`src/rtl/prime_check_pkg.sv`:
```
// prime_check_pkg: shared FSM encodings and trial-division constants for
// the prime_check block.
//   ST_IDLE/ST_CHECK/ST_ISSUE/ST_WAIT : 2-bit FSM state encodings
//   FIRST_DIV  : first trial divisor (2)
//   SECOND_DIV : divisor following 2 (3); also the largest trivially prime candidate
//   DIV_STEP   : increment between odd divisors once past 3
package prime_check_pkg;

  localparam logic [1:0] ST_IDLE  = 2'd0;
  localparam logic [1:0] ST_CHECK = 2'd1;
  localparam logic [1:0] ST_ISSUE = 2'd2;
  localparam logic [1:0] ST_WAIT  = 2'd3;

  localparam int FIRST_DIV  = 2;
  localparam int SECOND_DIV = 3;
  localparam int DIV_STEP   = 2;

endpackage

```
`src/rtl/prime_check_divrem.sv`:
```
// prime_check_divrem: iterative unsigned restoring divider, one quotient bit
// per clock (WIDTH cycles per operation).
//   clk   : clock
//   rst   : synchronous active-high reset (control state only)
//   go    : start request, accepted while ready=1
//   num   : dividend, sampled on accepted go
//   den   : divisor, sampled on accepted go
//   ready : idle; quot/rem valid after an operation
//   quot  : quotient
//   rem   : remainder
//   error : divide by zero in progress
module prime_check_divrem #(
  parameter int WIDTH_LOG = 4,
  localparam int WIDTH = 1 << WIDTH_LOG
) (
  input  logic             clk,
  input  logic             rst,
  input  logic             go,
  input  logic [WIDTH-1:0] num,
  input  logic [WIDTH-1:0] den,
  output logic             ready,
  output logic [WIDTH-1:0] quot,
  output logic [WIDTH-1:0] rem,
  output logic             error
);

  localparam int CNT_W = WIDTH_LOG + 1;

  logic             ready_p0;
  logic [CNT_W-1:0] cnt_p0;
  logic [WIDTH-1:0] quot_p0;
  logic [WIDTH-1:0] rem_p0;
  logic [WIDTH-1:0] den_p0;
  logic [WIDTH:0]   part;
  logic [WIDTH:0]   diff;
  logic             ge;

  // Partial remainder stays below 2*den, so after a subtraction it fits WIDTH bits.
  always_comb begin
    part = {rem_p0, quot_p0[WIDTH-1]};
    diff = part - {1'b0, den_p0};
    ge   = (part >= {1'b0, den_p0});
  end

  // Control: iteration counter and ready
  always_ff @(posedge clk) begin
    if (rst) begin
      ready_p0 <= 1'b1;
      cnt_p0   <= '0;
    end else if (ready_p0) begin
      if (go) begin
        ready_p0 <= 1'b0;
        cnt_p0   <= CNT_W'(WIDTH);
      end
    end else begin
      cnt_p0 <= cnt_p0 - CNT_W'(1);
      if (cnt_p0 == CNT_W'(1)) begin
        ready_p0 <= 1'b1;
      end
    end
  end

  // Data: dividend shifts out of quot_p0 while quotient bits shift in
  always_ff @(posedge clk) begin
    if (ready_p0 && go) begin
      quot_p0 <= num;
      rem_p0  <= '0;
      den_p0  <= den;
    end else if (!ready_p0) begin
      quot_p0 <= {quot_p0[WIDTH-2:0], ge};
      rem_p0  <= ge ? diff[WIDTH-1:0] : part[WIDTH-1:0];
    end
  end

  assign ready = ready_p0;
  assign quot  = quot_p0;
  assign rem   = rem_p0;
  assign error = !ready_p0 && (den_p0 == '0);

endmodule

```
`src/rtl/prime_check.sv`:
```
// prime_check: trial-division primality tester built around one iterative
// divider. Divisors tried are 2, 3, 5, 7, 9, ...; the search stops at the
// first zero remainder (composite) or once d*d exceeds the candidate (prime).
// Optional feature macro: PRIME_CHECK_STATS_EN adds the div_cnt output.
//   clk      : clock
//   rst_n    : asynchronous active-low reset (hold >= 2 edges so the divider resets)
//   go       : start request, sampled while ready=1
//   cand     : candidate number, sampled on accepted go
//   ready    : idle, results valid
//   error    : last candidate was below 2
//   is_prime : last candidate is prime
//   factor   : smallest nontrivial divisor of a composite candidate, else 0
//   div_cnt  : (PRIME_CHECK_STATS_EN only) divider operations in the last check
module prime_check
  import prime_check_pkg::*;
#(
  parameter int WIDTH_LOG = 4,
  localparam int WIDTH = 1 << WIDTH_LOG
) (
  input  logic             clk,
  input  logic             rst_n,
  input  logic             go,
  input  logic [WIDTH-1:0] cand,
  output logic             ready,
  output logic             error,
  output logic             is_prime,
  output logic [WIDTH-1:0] factor
`ifdef PRIME_CHECK_STATS_EN
  ,
  output logic [WIDTH-1:0] div_cnt
`endif
);

  logic [1:0]       state_q;
  logic [WIDTH-1:0] cand_p0;
  logic [WIDTH-1:0] d_p0;
  logic             div_go;
  logic             div_ready;
  logic             div_error;
  logic [WIDTH-1:0] div_quot;
  logic [WIDTH-1:0] div_rem;
  logic             accept;

  assign accept = (state_q == ST_IDLE) && go;
  assign div_go = (state_q == ST_ISSUE);

  prime_check_divrem #(
    .WIDTH_LOG (WIDTH_LOG)
  ) u_divrem (
    .clk   (clk),
    .rst   (~rst_n),
    .go    (div_go),
    .num   (cand_p0),
    .den   (d_p0),
    .ready (div_ready),
    .quot  (div_quot),
    .rem   (div_rem),
    .error (div_error)
  );

  // Candidate latch: data only, no reset
  always_ff @(posedge clk) begin
    if (accept) begin
      cand_p0 <= cand;
    end
  end

  // Control FSM and result registers
  always_ff @(posedge clk or negedge rst_n) begin
    if (!rst_n) begin
      state_q  <= ST_IDLE;
      ready    <= 1'b1;
      error    <= 1'b0;
      is_prime <= 1'b0;
      factor   <= '0;
      d_p0     <= '0;
    end else begin
      case (state_q)
        ST_IDLE: begin
          if (go) begin
            ready    <= 1'b0;
            error    <= 1'b0;
            is_prime <= 1'b0;
            factor   <= '0;
            state_q  <= ST_CHECK;
          end
        end
        ST_CHECK: begin
          if (cand_p0 < WIDTH'(FIRST_DIV)) begin
            error   <= 1'b1;
            ready   <= 1'b1;
            state_q <= ST_IDLE;
          end else if (cand_p0 <= WIDTH'(SECOND_DIV)) begin
            is_prime <= 1'b1;
            ready    <= 1'b1;
            state_q  <= ST_IDLE;
          end else begin
            d_p0    <= WIDTH'(FIRST_DIV);
            state_q <= ST_ISSUE;
          end
        end
        ST_ISSUE: begin
          state_q <= ST_WAIT;
        end
        ST_WAIT: begin
          if (div_ready) begin
            if (div_rem == '0) begin
              factor  <= d_p0;
              ready   <= 1'b1;
              state_q <= ST_IDLE;
            end else if (div_quot < d_p0) begin
              // quot < d means d*d > cand: no smaller factor remains untested
              is_prime <= 1'b1;
              ready    <= 1'b1;
              state_q  <= ST_IDLE;
            end else begin
              d_p0    <= (d_p0 == WIDTH'(FIRST_DIV)) ? WIDTH'(SECOND_DIV)
                                                      : d_p0 + WIDTH'(DIV_STEP);
              state_q <= ST_ISSUE;
            end
          end
        end
        default: state_q <= ST_IDLE;
      endcase
    end
  end

`ifdef PRIME_CHECK_STATS_EN
  function automatic logic [WIDTH-1:0] sat_inc(input logic [WIDTH-1:0] v);
    return (&v) ? v : v + WIDTH'(1);
  endfunction

  always_ff @(posedge clk or negedge rst_n) begin
    if (!rst_n) begin
      div_cnt <= '0;
    end else if (accept) begin
      div_cnt <= '0;
    end else if (div_go) begin
      div_cnt <= sat_inc(div_cnt);
    end
  end
`else
  // No operation counter in this build; div_go feeds only the divider.
`endif

  // d is loaded with a nonzero value in CHECK before any issue, so a zero
  // divisor can only mean a broken FSM.
  a_no_div_error: assert property (@(posedge clk) disable iff (!rst_n)
                                   (state_q == ST_WAIT) |-> !div_error);

endmodule

```
`config.mk`:
```
export PLATFORM = sky130hd
export DESIGN_NAME = prime_check
export DESIGN_NICKNAME = d
export VERILOG_FILES = /design/src/rtl/prime_check_pkg.sv /design/src/rtl/prime_check_divrem.sv /design/src/rtl/prime_check.sv
export SDC_FILE = /design/constraint.sdc
export NUM_CORES = 1
export LEC_CHECK = 0
export ABC_AREA = 1
export CAP_MARGIN = 40
export CORE_MARGIN = 5
export CORE_UTILIZATION = 50
export CTS_BUF_LIST = sky130_fd_sc_hd__clkbuf_8 sky130_fd_sc_hd__clkbuf_16
export DETAILED_ROUTE_END_ITERATION = 16
export PLACE_DENSITY = 0.82
export SLEW_MARGIN = 25
export SYNTH_ARGS = -nofsm -noshare
export SYNTH_HDL_FRONTEND = slang
export SYNTH_SLANG_ARGS = --single-unit
```
`constraint.sdc`:
```
create_clock -name clk -period 2 [get_ports clk]
set_input_delay 0.4 -clock clk [delete_from_list [all_inputs] [get_ports clk]]
set_output_delay 0.4 -clock clk [all_outputs]
set_load 0.05 [all_outputs]
```
---- After elaboration in Yosys (flattened, before gate mapping) ----
Index checks and enable logic that the tools add are counted.
word-level totals
  input bits .............................. 19
  register bits ........................... 107
  output and inout port bits .............. 19
operators by class
  $add $sub $neg .......................... 3
  $lt $le $gt $ge ......................... 4
  mux-type cells .......................... 39
  reductions and logical operators ........ 14
  eq/ne operators ......................... 19
operator list
  cell                                                                                number
  16-bit two-way mux                                                                  12
  16-bit case mux with 2 select lines                                                 2
  2-bit != test (second input constant)                                               10
  17-bit by 16-bit greater-or-equal comparator with 1-bit output                      1
  16-bit by 2-bit adder with 16-bit output (second input constant)                    1
  16-bit by 2-bit == test with 1-bit output (second input constant)                   1
  16-bit by 2-bit less-or-equal comparator with 1-bit output (second input constant)  1
  16-bit zero test                                                                    1
  16-bit < comparator                                                                 1
  16-bit by 2-bit < comparator with 1-bit output (second input constant)              1
  16-bit subtractor                                                                   1
  1-bit two-way mux                                                                   13
  2-bit two-way mux                                                                   6
  5-bit two-way mux                                                                   2
  2-bit case mux with 4 select lines                                                  1
  7-bit AND reduction                                                                 1
  3-bit != test (second input constant)                                               2
  1-bit case mux with 3 select lines                                                  2
  6-bit AND reduction                                                                 1
  2-bit nonzero test                                                                  3
  5-bit by 1-bit == test with 1-bit output (second input constant)                    1
  5-bit AND reduction                                                                 1
  5-bit by 1-bit subtractor with 5-bit output (second input constant)                 1
  2-bit == test (second input constant)                                               2
  9 further kinds                                                                     11

---- Logic depth before layout (Yosys ltp) ----
  depth after elaboration ................. 6
  gate-level depth with buffers ........... 16
  mapped depth without buffers ............ 16

---- Hierarchy ----
A second synthesis with hierarchy kept.
second synthesis, totals
  cell total of the unflattened synthesis .. 809
  area total of the unflattened synthesis .. 6402.4 um^2
modules (own cells, without submodules)
  module              times used  area each (um^2)  cells an instance
  prime_check_divrem  1           3465.8            465
  prime_check         1           2936.6            344

---- Worst setup path before layout ----
OpenSTA, ideal clock, no wires.
  kind .................................... flip-flop to flip-flop
  start point ............................. register u_divrem.quot_p0[15] (netlist: u_divrem.quot[15])
  end point ............................... register u_divrem.rem_p0[14] (netlist: u_divrem.rem[14])
  setup time .............................. 0.113 ns
  arrival time ............................ 1.807 ns
  path slack .............................. 0.080 ns
  data required time ...................... 1.887 ns
  buffers on the path ..................... 0
  cell stages (with the launch flop) ...... 14
  period minus slack after synthesis ...... 1.920 ns
  cell sequence ........................... edfxtp_1 > inv_1 > ha_1 > fa_1 > o21ai_1 > nand3_1 > nand2_1 > nand2_1 > nand2_1 > nand2_1 > nand2_1 > nand2_1 > nand3_1 > nand2_1
between the ends
  word-level cells in the longest chain between the ends .. 2
  elaborated cells on any way between the ends .. 3
  classes of those cells .................. add/sub (1); order compare (1); mux (1)
RTL lines
  item                                                                                                 line                                                text
  start: declaration                                                                                   prime_check_divrem.sv:31                            logic [WIDTH-1:0] quot_p0;
  start signal: assignment                                                                             prime_check_divrem.sv:66                            quot_p0 <= num;
  start signal: assignment                                                                             prime_check_divrem.sv:70                            quot_p0 <= {quot_p0[WIDTH-2:0], ge};
  16-bit subtractor or 17-bit by 16-bit greater-or-equal comparator with 1-bit output (tied branches)  prime_check_divrem.sv:41, prime_check_divrem.sv:42
  16-bit two-way mux *                                                                                 prime_check_divrem.sv:71                            rem_p0 <= ge ? diff[WIDTH-1:0] : part[WIDTH-1:0];
  end signal: assignment                                                                               prime_check_divrem.sv:71
  end: declaration                                                                                     prime_check_divrem.sv:32                            logic [WIDTH-1:0] rem_p0;
Every way passes the cells marked *; elsewhere a longest branch is shown, timed or not.
A chain may end at the register's enable or synchronous reset.

---- Worst setup path in the final report ----
  start point ............................. register u_divrem.den_p0[13]
  end point ............................... register u_divrem.rem_p0[3] (netlist: u_divrem.rem[3])
between the ends
  word-level cells in the longest chain between the ends .. 2
RTL lines
  item                                                            line                      text
  start: declaration                                              prime_check_divrem.sv:33  logic [WIDTH-1:0] den_p0;
  start signal: assignment                                        prime_check_divrem.sv:68  den_p0 <= den;
  17-bit by 16-bit greater-or-equal comparator with 1-bit output  prime_check_divrem.sv:42  ge = (part >= {1'b0, den_p0});
  16-bit two-way mux                                              prime_check_divrem.sv:71
No other way between the ends.

==> impl_results.rst <==
.. list-table::
   :header-rows: 1

   * - Metric
     - Value
   * - Synth cell types
     - 40
   * - Worst IR Drop VDD
     - 0.825 mV
   * - Arr. time, crit path
     - 2.21 ns
   * - Worst slack at placement
     - -0.0364 ns
   * - Endpoint of the most critical register-to-register path
     - u_divrem.rem[3]
   * - Nets
     - 874
   * - Die outline area
     - 14200 µm²
   * - Site Rows
     - 39
   * - Number of max-cap violations
     - 0
   * - Iteration-0 DRC Markers
     - 380
   * - Unrepaired setup endpoints after global routing
     - yes
   * - Vias in the first global route
     - 5059
   * - Transition time at the pin with the least slew margin
     - 0.573 ns
   * - Max transition margin
     - 0.617
   * - Highest routing layer actually used
     - met4
   * - Clock slew at the register clock pins of the worst setup and hold paths
     - 0.07 ns
   * - Post-DP HPWL
     - 10.2 mm
   * - Core region area
     - 11500 µm²
   * - Count of buffers inserted at the top-level ports
     - 37
   * - Total CTS buffers
     - 9
   * - Synthesized cell area
     - 5940 µm²
   * - Detailed-router iteration count before antenna repair
     - 5
   * - Worst-skew pair later-pin latency
     - 0.34 ns
   * - FF-to-FF path depth
     - 9
   * - Most area-hungry cell type in the Yosys netlist
     - sky130_fd_sc_hd__edfxtp_1
   * - Final Routed Wirelength
     - 14.6 mm
   * - TritonCTS clock tree
     - yes
   * - Endpoint type of the worst setup path
     - register
   * - # diodes
     - 0
   * - Pin count of the biggest net entering global routing
     - 38
   * - Count of pins on the block boundary
     - 38
   * - Type of the worst setup path
     - register to register
   * - Most prevalent standard cell on the critical path
     - sky130_fd_sc_hd__nand2_1
   * - Syn nets
     - 781
   * - Area added between synthesis and finish
     - 25.1%
   * - Total of flip-flops plus latches after synthesis
     - 107
   * - Power per cell area
     - 1420 nW/µm²
   * - Post-cts hold buffer count
     - 0
   * - Type of the worst min-delay path
     - input port to async pin
   * - Library cell used as clock root buffer
     - sky130_fd_sc_hd__clkbuf_16
   * - Floorplan die height
     - 119 µm
   * - Number of failing hold endpoints at the final stage
     - 0
   * - Vias post-DR
     - 5322
   * - Sequential share of the synthesized area
     - 0.473
   * - Via-to-Cell Ratio
     - 5.50
   * - Most common library cell in the layout ignoring fill and taps
     - sky130_fd_sc_hd__nand2_1
   * - Worst-path cell chain
     - inv_1 -> ha_2 -> nand2_1 -> nor3_2 -> nand2_8 -> nand2_4 -> nand2_1 -> nand3_1 -> o21ai_1
   * - Synth Area per Inst
     - 8.17 µm²
   * - Post-synth top flop
     - sky130_fd_sc_hd__edfxtp_1
   * - Deepest level of the CTS H-tree
     - 3
   * - Cell leakage power
     - 3.34 nW
   * - Final GP Congestion
     - 0.937
   * - Proportion of netlist area held by the largest area contributor
     - 0.243
   * - Overall fraction of global-route tracks in use
     - 0.201
   * - Worst path max stage delay
     - 0.42 ns
   * - Total length of routed met2 wires
     - 7.31 mm
   * - Maximum clock skew at final layout
     - 0.0110 ns
   * - Hold Worst Slack
     - 0.191 ns
   * - Cell types with the largest area share after synthesis
     - sky130_fd_sc_hd__edfxtp_1 (24%), sky130_fd_sc_hd__dfrtp_1 (15%), sky130_fd_sc_hd__nand2_1 (13%)
   * - DIE WIDTH
     - 119 µm
   * - Sinks on Clock Net
     - 107
   * - Critical R2R Launch
     - u_divrem.den_p0[13]
   * - Placed cell areas
     - 6820 µm²
   * - Per-cell routed wire length
     - 15.1 µm
   * - First-pass GRT wire length
     - 23.4 mm
   * - Routed metal-1 wire length
     - 6.08 mm
   * - Peak Freq
     - 0.504 GHz
   * - Post-layout instance area
     - 7430 µm²
   * - Cell type of the slowest stage on the worst timing path
     - sky130_fd_sc_hd__nor3_2
   * - Remaining routing DRC violations
     - 0
   * - # fillers
     - 907
   * - Warning count from the yosys run
     - 0
   * - Clk buf depth
     - 2
   * - Antenna violations before repair
     - 0
   * - Final clock period utilization by the worst path
     - 0.992
   * - Crit-path leading delay family
     - simple AND/OR/NAND/NOR gates
   * - Number of flops mapped to enable cells by yosys
     - 48
   * - GRT overflow
     - 0
   * - Type of origin of the critical path
     - register
   * - Number of standard cells after synthesis
     - 727
   * - Share of synthesized flip-flops with an asynchronous set or reset
     - 0.346
   * - PnR worst setup slack
     - 0.0165 ns
   * - Final-report setup violation count
     - 0
   * - Crit path max fanout
     - 8
   * - Buf/Inv on CP
     - 1
   * - Time the worst path needs with I/O delays and setup
     - 1.98 ns
   * - Leading cell types in the layout, fill and taps excluded
     - sky130_fd_sc_hd__nand2_1 (199), sky130_fd_sc_hd__inv_1 (76), sky130_fd_sc_hd__nand3_1 (66)
   * - Remaining antenna violation count
     - 0
   * - Fraction of layout instances using a drive strength above 1
     - 0.181
   * - Run status
     - finished, final reports clean
   * - Worst reg-to-reg setup slack
     - 0.02 ns
   * - Critical path required time
     - 2.23 ns
   * - Routed wl met3
     - 750 µm
   * - Count of pins over their slew limit
     - 0
   * - Initial cell density of the core
     - 0.516
## worst reg2reg max path: stages (launching register included)
cell	delay (ns)
sky130_fd_sc_hd__edfxtp_1	0.32
sky130_fd_sc_hd__inv_1	0.07
sky130_fd_sc_hd__ha_2	0.40
sky130_fd_sc_hd__nand2_1	0.11
sky130_fd_sc_hd__nor3_2	0.43
sky130_fd_sc_hd__nand2_8	0.16
sky130_fd_sc_hd__nand2_4	0.17
sky130_fd_sc_hd__nand2_1	0.08
sky130_fd_sc_hd__nand3_1	0.08
sky130_fd_sc_hd__o21ai_1	0.07
## synthesized netlist by cell type, types with 8 or more instances
library cell,instances
sky130_fd_sc_hd__nand2_1,202
sky130_fd_sc_hd__dfxtp_1,22
sky130_fd_sc_hd__nand4_1,13
sky130_fd_sc_hd__nand3_1,67
sky130_fd_sc_hd__dfrtp_1,36
sky130_fd_sc_hd__a21oi_1,20
sky130_fd_sc_hd__o21ai_1,28
sky130_fd_sc_hd__inv_1,79
sky130_fd_sc_hd__edfxtp_1,48
sky130_fd_sc_hd__o21ai_0,15
sky130_fd_sc_hd__nor2_1,54
sky130_fd_sc_hd__ha_1,34
sky130_fd_sc_hd__buf_2,8
sky130_fd_sc_hd__inv_2,14
sky130_fd_sc_hd__nor3_1,11
sky130_fd_sc_hd__o31ai_1,15
## state kept, by name, summed over array words and instances, names as in the netlist, 2 cells and up
register         flops
cand_p0             16
d_p0                16
factor              16
u_divrem.den_p0     16
u_divrem.quot       16
u_divrem.rem        16
u_divrem.cnt_p0      5
state_q              2
## per-stage QoR
step	TNS, ns	power (mW)	instances	utilization
2_1_floorplan	0	6.77	727	-
3_3_place_gp	0	8.04	941	0.592
4_1_cts	0	9.98	958	0.620
3_5_place_dp	-0.0483	8.17	941	0.592
5_1_grt	-0.317	11.3	968	0.645
6_report	0	10.6	968	0.645
## cell families (layout without fill, tap and decap cells)
family / count (synthesis) / in the layout / synth area share
AOI/OAI and AO/OA: 89 / 89 / 0.0859
adders and majority gates: 35 / 35 / 0.0750
buffers and inverters: 114 / 210 / 0.0769
xor gates and xnor gates: 11 / 11 / 0.0162
and+or+nand+nor: 371 / 373 / 0.273
DFF: 107 / 107 / 0.473
## worst max path at each step
stage | startpoint | to | slack, ns | cells past startpoint
2_1_floorplan | u_divrem.quot[15] | u_divrem.rem[14] | 0.08 | 13
3_3_place_gp | u_divrem.quot[15] | u_divrem.rem[14] | 0.03 | 13
5_1_grt | u_divrem.quot[15] | u_divrem.rem[8] | -0.08 | 12
3_5_place_dp | u_divrem.quot[15] | u_divrem.rem[14] | -0.04 | 13
6_report | u_divrem.den_p0[13] | u_divrem.rem[3] | 0.02 | 9
4_1_cts | u_divrem.den_p0[8] | u_divrem.rem[6] | 0.009 | 13
## per-layer routing
layer,up-vias,global-route usage
met4,0,0.0797
met5,-,0
met3,43,0.0327
met1,2490,0.255
li1,2592,-
met2,197,0.345
## cell type report
class | count | area [µm²] | share of cell area
multi-input cells | 508 | 2910 | 0.392
well taps | 143 | 179 | 0.0241
clock buffers | 9 | 225 | 0.0303
clock inverters | 7 | 61.3 | 0.00825
repair buffers | 97 | 875 | 0.118
flip-flops and latches | 107 | 2810 | 0.378
inverters | 97 | 369 | 0.0497
## timing repair
item                       in CTS  in global routing
resized for setup               4                 50
gates cloned                    0                  2
pin swaps                       2                 12
buffers inserted                1                  8
setup endpoints to repair       4                 36
## report_power, final
part           total, mW  switching, mW  internal (mW)
combinational       5.39           3.29           2.10
clock               1.70          0.745          0.957
sequential          3.46          0.413           3.05
Note: power is estimated with default switching activity, not from simulation.
